--- config.mk ---
export PLATFORM = sky130hd
export DESIGN_NAME = leaf_spine_uplink_flat
export DESIGN_NICKNAME = d
export VERILOG_FILES = /design/src/rtl/leaf_spine_uplink_if.sv /design/src/rtl/leaf_spine_uplink.sv /design/src/flat_wrapper.sv
export SDC_FILE = /design/constraint.sdc
export NUM_CORES = 1
export LEC_CHECK = 0
export BUFFER_PORTS_ARGS = -buffer_cell sky130_fd_sc_hd__buf_4
export CAP_MARGIN = 0
export CORE_ASPECT_RATIO = 0.75
export CORE_MARGIN = 8
export CORE_UTILIZATION = 56
export CTS_CLUSTER_DIAMETER = 80
export DETAILED_ROUTE_END_ITERATION = 12
export PLACE_DENSITY = 0.75
export RECOVER_POWER = 25
export SYNTH_ARGS = -nofsm -noshare
export SYNTH_HDL_FRONTEND = slang
export SYNTH_SLANG_ARGS = --single-unit
--- constraint.sdc ---
create_clock -name clk -period 4.6 [get_ports clk]
set_input_delay 0.46 -clock clk [delete_from_list [all_inputs] [get_ports clk]]
set_output_delay 0.46 -clock clk [all_outputs]
set_load 0.005 [all_outputs]
--- src/rtl/leaf_spine_uplink_if.sv ---
// Endpoint-side flit inputs, uplink flit output and status, grouped for the leaf uplink stage.
interface leaf_spine_uplink_if #(
  parameter int unsigned DWIDTH = 16,
  parameter int unsigned NUM_EP = 4
);
  logic [NUM_EP*DWIDTH-1:0] ep_in_data;
  logic [NUM_EP-1:0]        ep_in_valid;
  logic [NUM_EP-1:0]        ep_in_ready;
  logic [DWIDTH-1:0]        up_out_data;
  logic                     up_out_valid;
  logic                     up_full;
  logic [NUM_EP-1:0]        grant;
  logic [15:0]              pkt_sent_cnt;

  modport master (
    output ep_in_data, ep_in_valid, up_full,
    input  ep_in_ready, up_out_data, up_out_valid, grant, pkt_sent_cnt
  );

  modport slave (
    input  ep_in_data, ep_in_valid, up_full,
    output ep_in_ready, up_out_data, up_out_valid, grant, pkt_sent_cnt
  );
endinterface

--- src/rtl/leaf_spine_uplink.sv ---
// Leaf uplink: per-endpoint flit FIFOs, packet-granular round-robin arbiter,
// and a serialiser onto one spine input port that honours the spine full flag.
module leaf_spine_uplink #(
  parameter int unsigned DWIDTH     = 16,
  parameter int unsigned FIFO_DEPTH = 8,
  parameter int unsigned NUM_EP     = 4
) (
  input  logic                clk,
  input  logic                reset,
  leaf_spine_uplink_if.slave  bus
);
  localparam int unsigned PW = $clog2(FIFO_DEPTH);
  localparam int unsigned CW = PW + 1;
  localparam int unsigned EW = $clog2(NUM_EP);

  typedef enum logic {S_IDLE, S_BODY} state_t;

  logic [DWIDTH-1:0] r_mem  [NUM_EP][FIFO_DEPTH];
  logic [PW-1:0]     r_wptr [NUM_EP];
  logic [PW-1:0]     r_rptr [NUM_EP];
  logic [CW-1:0]     r_cnt  [NUM_EP];

  state_t            r_state;
  logic [EW-1:0]     r_rr;
  logic [EW-1:0]     r_owner;
  logic [3:0]        r_rem;
  logic [DWIDTH-1:0] r_data;
  logic              r_valid;
  logic [NUM_EP-1:0] r_grant;
  logic [15:0]       r_pkts;

  logic [NUM_EP-1:0] w_ready;
  logic [NUM_EP-1:0] w_nonempty;
  logic [NUM_EP-1:0] w_push;
  logic [NUM_EP-1:0] w_pop;
  logic [EW-1:0]     w_sel;
  logic              w_sel_ok;
  logic              w_issue;
  logic [DWIDTH-1:0] w_flit;
  logic [3:0]        w_len;

  // Ready depends only on the registered count, so a full FIFO never takes a flit.
  always_comb begin
    for (int i = 0; i < int'(NUM_EP); i++) begin
      w_ready[i]    = (r_cnt[i] != CW'(FIFO_DEPTH));
      w_nonempty[i] = (r_cnt[i] != '0);
      w_push[i]     = bus.ep_in_valid[i] && w_ready[i];
    end
  end

  // Source select: the owner while mid-packet, else first non-empty FIFO from the RR pointer.
  always_comb begin
    w_sel    = r_owner;
    w_sel_ok = 1'b0;
    if (r_state == S_BODY) begin
      w_sel_ok = w_nonempty[r_owner];
    end else begin
      for (int k = int'(NUM_EP) - 1; k >= 0; k--) begin
        if (w_nonempty[r_rr + EW'(k)]) begin
          w_sel    = r_rr + EW'(k);
          w_sel_ok = 1'b1;
        end
      end
    end
    w_issue = !bus.up_full && w_sel_ok;
    w_flit  = r_mem[w_sel][r_rptr[w_sel]];
    w_len   = w_flit[7:4];
    w_pop   = '0;
    if (w_issue) w_pop[w_sel] = 1'b1;
  end

  always_ff @(posedge clk) begin
    for (int i = 0; i < int'(NUM_EP); i++) begin
      if (w_push[i]) r_mem[i][r_wptr[i]] <= bus.ep_in_data[i*DWIDTH +: DWIDTH];
    end
  end

  always_ff @(posedge clk or posedge reset) begin
    if (reset) begin
      for (int i = 0; i < int'(NUM_EP); i++) begin
        r_wptr[i] <= '0;
        r_rptr[i] <= '0;
        r_cnt[i]  <= '0;
      end
    end else begin
      for (int i = 0; i < int'(NUM_EP); i++) begin
        if (w_push[i]) r_wptr[i] <= r_wptr[i] + PW'(1);
        if (w_pop[i])  r_rptr[i] <= r_rptr[i] + PW'(1);
        r_cnt[i] <= r_cnt[i] + CW'(w_push[i]) - CW'(w_pop[i]);
      end
    end
  end

  // Packet FSM with registered uplink outputs; the grant is held for the whole packet.
  always_ff @(posedge clk or posedge reset) begin
    if (reset) begin
      r_state <= S_IDLE;
      r_rr    <= '0;
      r_owner <= '0;
      r_rem   <= '0;
      r_data  <= '0;
      r_valid <= 1'b0;
      r_grant <= '0;
      r_pkts  <= '0;
    end else begin
      r_valid <= w_issue;
      if (w_issue) r_data <= w_flit;
      case (r_state)
        S_IDLE: begin
          if (w_issue) begin
            r_grant <= NUM_EP'(1) << w_sel;
            r_rr    <= w_sel + EW'(1);
            r_owner <= w_sel;
            r_rem   <= w_len;
            if (w_len != 4'd0) r_state <= S_BODY;
            else               r_pkts  <= r_pkts + 16'd1;
          end else begin
            r_grant <= '0;
          end
        end
        S_BODY: begin
          if (w_issue) begin
            r_rem <= r_rem - 4'd1;
            if (r_rem == 4'd1) begin
              r_state <= S_IDLE;
              r_pkts  <= r_pkts + 16'd1;
            end
          end
        end
      endcase
    end
  end

  assign bus.ep_in_ready  = w_ready;
  assign bus.up_out_data  = r_data;
  assign bus.up_out_valid = r_valid;
  assign bus.grant        = r_grant;
  assign bus.pkt_sent_cnt = r_pkts;

endmodule

--- src/flat_wrapper.sv ---
// flat-port wrapper written by rule: the top's interface ports become plain ports
module leaf_spine_uplink_flat 
#(
  parameter int unsigned DWIDTH     = 16,
  parameter int unsigned FIFO_DEPTH = 8,
  parameter int unsigned NUM_EP     = 4
)
  (clk, reset, bus_ep_in_data, bus_ep_in_valid, bus_up_full, bus_ep_in_ready, bus_up_out_data, bus_up_out_valid, bus_grant, bus_pkt_sent_cnt);
  leaf_spine_uplink_if #(.DWIDTH(DWIDTH), .NUM_EP(NUM_EP)) bus_i ();
  input  logic clk;
  input  logic reset;
  input wire logic [$bits(bus_i.ep_in_data)-1:0] bus_ep_in_data;
  input wire logic [$bits(bus_i.ep_in_valid)-1:0] bus_ep_in_valid;
  input wire logic [$bits(bus_i.up_full)-1:0] bus_up_full;
  output wire logic [$bits(bus_i.ep_in_ready)-1:0] bus_ep_in_ready;
  output wire logic [$bits(bus_i.up_out_data)-1:0] bus_up_out_data;
  output wire logic [$bits(bus_i.up_out_valid)-1:0] bus_up_out_valid;
  output wire logic [$bits(bus_i.grant)-1:0] bus_grant;
  output wire logic [$bits(bus_i.pkt_sent_cnt)-1:0] bus_pkt_sent_cnt;
  assign bus_i.ep_in_data = bus_ep_in_data;
  assign bus_i.ep_in_valid = bus_ep_in_valid;
  assign bus_i.up_full = bus_up_full;
  assign bus_ep_in_ready = bus_i.ep_in_ready;
  assign bus_up_out_data = bus_i.up_out_data;
  assign bus_up_out_valid = bus_i.up_out_valid;
  assign bus_grant = bus_i.grant;
  assign bus_pkt_sent_cnt = bus_i.pkt_sent_cnt;
  leaf_spine_uplink #(.DWIDTH(DWIDTH), .FIFO_DEPTH(FIFO_DEPTH), .NUM_EP(NUM_EP)) u_core (.clk(clk), .reset(reset), .bus(bus_i));
endmodule
# Yosys cells after proc, flatten, opt, wreduce, memory -nomap -nowiden
# Memories as Yosys holds them, arrays and structs flattened.
# Index checks and enable logic that the tools add are counted.
# Widths: inputs -> output; s select.
# totals
regBits	86
mem_bits_rw	512
out_inout_bits	41
n_memories	1
# memory_table
memory	depth	width	rd	rd_clocked_by_memory_dff	write_ports	line	rtl
u_core.r_mem	4	128	1	0	4	leaf_spine_uplink.sv:18	logic [DWIDTH-1:0] r_mem [NUM_EP][FIFO_DEPTH];
# classes
add_sub_neg	22
order_cmp	17
eq_ne	9
n_shift	1
mux	59
n_bitwise	7
n_reduce_logical	19
# ops
operator	n
$mux 128	4
$demux 16 s3	4
$mux 16	10
$bmux 16 s3	1
$pmux 16 s2	1
$add 3x1->3 const B	8
$ge 4x4->1 const B	5
$not 3->4	5
$reduce_bool 4->1	5
$mux 1	19
$lt 2x3->1 const B	6
$add 16x1->16 const B	1
$add 4x1->4	4
$lt 4x1->1 const B	4
$mux 4	4
$ne 4x4->1 const B	4
$sub 4x1->4	4
$bmux 1 s2	5
$logic_and 1x1->1	10
$mux 2	5
$pmux 4 s2	1
$bmux 3 s2	1
$mux 3	2
$ne 2x2->1 const B	3
other kinds (15)	18

# Depth between registers and ports, before layout
# depth
ltp_word	20
mapped_depth	22

# Worst setup path after synthesis
# No wires, ideal clock.
# synth_timing
kind	register to register
from	reg u_core.r_cnt[10] (netlist name)
to	reg u_core.r_cnt[6] (netlist name)
setup_ns	0.123
arrival_time_ns	4.603
required_time_ns	4.477
slack_ns	-0.126
path_stages_with_launch	22
period_less_slack_ns	4.726
cell_sequence	dfrtp_1 inv_1 ha_1 nor3b_2 a21oi_1 a211oi_1 o31ai_4 inv_4 buf_6 buf_2 clkbuf_1 clkbuf_1 clkbuf_1 ha_1 nand2_1 inv_1 ha_1 inv_1 ha_1 inv_1 fa_1 xnor2_1
# synth_between
elab_chain_cells	14
elab_cells_between_ends	29
# synth_lines
item	line	rtl
start: declaration	leaf_spine_uplink.sv:21	logic [CW-1:0] r_cnt [NUM_EP];
start signal: indexed assignment	leaf_spine_uplink.sv:89	r_cnt[i] <= r_cnt[i] + CW'(w_push[i]) - CW'(w_pop[i]);
$reduce_bool 4->1 (*)	leaf_spine_uplink.sv:46	w_nonempty[i] = (r_cnt[i] != '0);
$bmux 1 s2	leaf_spine_uplink.sv:59	if (w_nonempty[r_rr + EW'(k)]) begin
$mux 1 (not written as such)	leaf_spine_uplink.sv:59	
$mux 2 (4 in a row)	leaf_spine_uplink.sv:59	
$mux 2	leaf_spine_uplink.sv:55	if (r_state == S_BODY) begin
$lt 2x3->1 (not written as such) / $ge 2x1->1 (equally long branches)	leaf_spine_uplink.sv:69	if (w_issue) w_pop[w_sel] = 1'b1;
$logic_and 1x1->1 (not written as such)	leaf_spine_uplink.sv:69	
$mux 1 (not written as such)	leaf_spine_uplink.sv:69	
$demux 1 s2	-	
$mux 4 (*)	leaf_spine_uplink.sv:69	
named net u_core.w_pop[2]	leaf_spine_uplink.sv:35	logic [NUM_EP-1:0] w_pop;
$sub 4x1->4 (*)	leaf_spine_uplink.sv:89	
# Mark *: on every way through the listed nets, which the timed path passes. The rest lies on a longest branch. The select of a mux whose other input is x is not followed.
# A chain may end at the register's enable or synchronous reset.

# Worst setup path after layout
# layout_timing
from	reg u_core.r_cnt[6] (netlist name)
to	reg u_core.r_data[11] (netlist: u_core.bus.up_out_data[11])
# layout_between
elab_chain_cells	16
elab_cells_between_ends	31
# layout_lines
item	line	rtl
$reduce_bool 4->1 (*)	leaf_spine_uplink.sv:46	
$bmux 1 s2	leaf_spine_uplink.sv:59	
$mux 1 (not written as such)	leaf_spine_uplink.sv:59	
$mux 2 (4 in a row)	leaf_spine_uplink.sv:59	
$mux 2	leaf_spine_uplink.sv:55	
$not 2->3 (not written as such)	leaf_spine_uplink.sv:66	w_flit = r_mem[w_sel][r_rptr[w_sel]];
$bmux 3 s2	leaf_spine_uplink.sv:66	
$mux 3 (not written as such) (2 in a row)	leaf_spine_uplink.sv:66	
$not 3->4 (not written as such)	leaf_spine_uplink.sv:66	
$bmux 16 s3	leaf_spine_uplink.sv:66	
$mux 16 (not written as such) (2 in a row)	leaf_spine_uplink.sv:66	
end signal: assignment	leaf_spine_uplink.sv:107	if (w_issue) r_data <= w_flit;
end: declaration	leaf_spine_uplink.sv:27	logic [DWIDTH-1:0] r_data;
# Every way passes the cells marked *; elsewhere a longest branch is shown, timed or not. The select of a mux whose other input is x is not followed.

==> impl_metrics.tcl <==
set metrics [dict create \
    total_power_mw 23.6 \
    grt_use_total_pct 24.8 \
    synthToLayoutAreaGrowth_pct 14.3 \
    drc_errors 0 \
    clkLatencyLatePin_ns 0.61 \
    globalRouteOverflowTotal 0 \
    final-instance-count-excl-fill 2764 \
    synth_top_area_share_pct 60.4 \
    design.die.area_um2 52600 \
    crit_fanout 122 \
    yosysWarningCount 0 \
    ys.flop_type "edfxtp_1" \
    yosysMostFrequentCell "edfxtp_1" \
    power_per_cell_area_nw_per_um2 811 \
    drive_gt1_share_pct 12.5 \
    clock-sinks 598 \
    path_cells "inv_1 > ha_1 > or3b_1 > buf_4 > o32ai_1 > a211oi_1 > o221a_2 > or4b_4 > nand2_4 > buf_12 > nand2_1 > nand3_1 > a21oi_1 > nor3_1 > a41o_1" \
    peakVddDrop_uv 758 \
    core_um2 44800 \
    pwr-share-comb_pct 48.5 \
    ant_nets 0 \
    async_reset_ff_share_pct 14.4 \
    final-setup-viol-count 0 \
    cts_tree "built" \
    drtIter0Drc 2387 \
    worst_clock_skew_ns 0.0182 \
    p_seq_share_pct 32.0 \
    syn_area_um2 25400 \
    start_util_pct 56.8 \
    cp.buffers_inverters 3 \
    cts_buffer_depth 3 \
    finalWirelength_um 66600 \
    crit_start "u_core.r_cnt[6]" \
    h-tree-depth 2 \
    multi_input_area_um2 7370 \
    via_count 17200 \
    ctsRootBufferMaster "clkbuf_16" \
    critPathCaptureType "register" \
    yosys-top-cells-count "512 x edfxtp_1, 419 x nand2_1, 221 x nand3_1, 102 x mux2i_1, 86 x dfrtp_1" \
    wl_per_cell_um 24.1 \
    cp_data_arrival_time_ns 5.09 \
    power.switching_mw 10.1 \
    swShare_pct 42.7 \
    drt-pass1-iter-count 7 \
    post-place-ws_ns -0.0736 \
    ys_seq_area_share_pct 68.9 \
    fin_crit_sh_pct 98.7 \
    layout.nets 2241 \
    grt_antenna_before_repair 5 \
    p_int_mw 13.5 \
    grt_pass1_vias 16700 \
    synth_cell_type_count 71 \
    crit_type "reg2reg" \
    synth_edf_count 512 \
    die_h_um 201 \
    synthesis.nets 2090 \
    crit_family "simple AND/OR/NAND/NOR gates" \
    outcome "completed" \
    worstMarginPinSlew_ns 1.08 \
    ios 112 \
    syn_avg_cell_area_um2 12.9 \
    portBuffers 111 \
    hold_path.class "in2reg" \
    leakage_nw 10.9 \
    timing.hold.ws_ns 0.108 \
    min_from "bus_ep_in_data[1]" \
    hold_violations 0 \
    regArea_um2 17500 \
    numCtsBuffers 56 \
    ys_ff_latch 598 \
    vias_per_cell 6.23 \
    grt_first_pass_wirelength_um 100000 \
    rows 67 \
    reg2reg_slack_ns 0.06 \
    min_period_ns 4.54 \
    cts.clk_slew.worst_paths_ns 0.07 \
    nFillCells 3288 \
    crit_path_start_kind "register" \
    synth_top_area_cell "edfxtp_1" \
    dpl.cell_count 2651 \
    setup_ws_ns 0.0576 \
    slew_viol_final 0 \
    crit_slowest_cell "or4b_4" \
    fmax_mhz 220 \
    slowest_delay_ns 0.60 \
    max_cap_violations 0 \
    crit_required_ns 5.15 \
    netlist_top_cells_area "edfxtp_1 60%, dfrtp_1 8.5%, nand2_1 6.2%, nand3_1 4.3%, mux2i_1 4.0%" \
    timing.rr.start "u_core.r_cnt[6]" \
    synthCells 1976 \
    die_w_um 262 \
    relSlewSlack_pct 27.6 \
    clkPwrFrac_pct 19.5 \
    finalWeightedCongestion 0.925 \
    setup-tns-final_ns 0 \
    dp_hpwl_um 41900 \
    grt_max_degree 123 \
]
## layout by cell type, fill, tap and decap left out, types with 15 or more instances in the layout
master / count
buf_4: 143
a211oi_1: 20
nor2_1: 43
nand2_1: 417
o21ai_0: 31
nand3_1: 221
xnor2_1: 15
ha_1: 39
mux2i_1: 101
nor3_1: 16
clkbuf_16: 56
dfrtp_1: 86
and2_1: 15
inv_1: 58
a21oi_1: 50
edfxtp_1: 512
o211ai_1: 16
clkbuf_1: 63
o22ai_1: 16
## area by class of cell
class,count,area share (%)
clock inverter,32,1.10
inverter,62,0.830
multi-input combinational,1210,25.3
antenna,4,0.0344
tap,586,2.52
sequential,598,60.3
clock buffer,73,5.14
timing repair buffer,199,4.77
## metrics by stage
step	cell area, um^2	util [%]
detailed placement	27300	61.1
global placement	27300	61.1
CTS	29200	65.2
floorplan	25400	-
finish	29100	65.0
global route	29100	65.0
## final timing paths
path	endpoint	cells after the start
max in group asynchronous	u_core.r_cnt[4]	4
worst min register to register	u_core.r_rptr[2]	1
worst max-delay path	u_core.bus.up_out_data[11]	15
worst max register to register	u_core.bus.up_out_data[11]	15
min in group asynchronous	u_core.bus.up_out_data[15]	3
worst min-delay path	u_core.r_mem[0][17]	1
## flip-flops by register name, indices dropped and copies added, names as in the netlist, 2 cells and up
name and cells:
u_core.bus.up_out_data 16, u_core.r_cnt 16, u_core.r_owner 2, u_core.r_rem 4
u_core.r_mem 512, u_core.bus.grant 4, u_core.bus.pkt_sent_cnt 16, u_core.r_rptr 12
u_core.r_rr 2, u_core.r_wptr 12
## power by group through the flow
stage	Clock (mW)	Sequential, mW	Combinational, mW
6_report	4.59	7.55	11.4
5_1_grt	4.84	7.64	12.3
4_1_cts	4.63	7.53	11.2
3_5_place_dp	0	7.63	11.1
3_3_place_gp	0	7.59	10.8
2_1_floorplan	0	7.38	7.25
## metal layers
layer,GRT usage [%],share of wire [%],vias up
li1,-,-,7620
met1,36.8,42,8524
met2,37.6,46,941
met3,4.50,9.5,121
met4,6.48,2.4,2
met5,0,0.020,-
## kinds of logic (layout without fill, tap and decap cells)
logic type / Yosys count / after routing / share of synthesized area [%]
DFF: 598 / 598 / 68.9
adders and majority gates: 43 / 43 / 2.23
buffers and inverters: 168 / 366 / 2.64
xor gates and xnor gates: 21 / 21 / 0.723
other: 0 / 4 / 0
and+or+nand+nor: 796 / 796 / 14.1
muxes: 118 / 118 / 4.85
AOI/OAI and AO/OA: 232 / 232 / 6.57
## repair_timing
item | in CTS | in global routing
endpoints found under the setup margin | 15 | 31
setup buffers | 0 | 3
endpoints found under the hold margin | 12 | 0
pin swaps | 0 | 4
gates resized for setup | 2 | 12
cloned | 0 | 0
hold buffers | 1 | 0
Note: power is estimated with default switching activity, not from simulation.
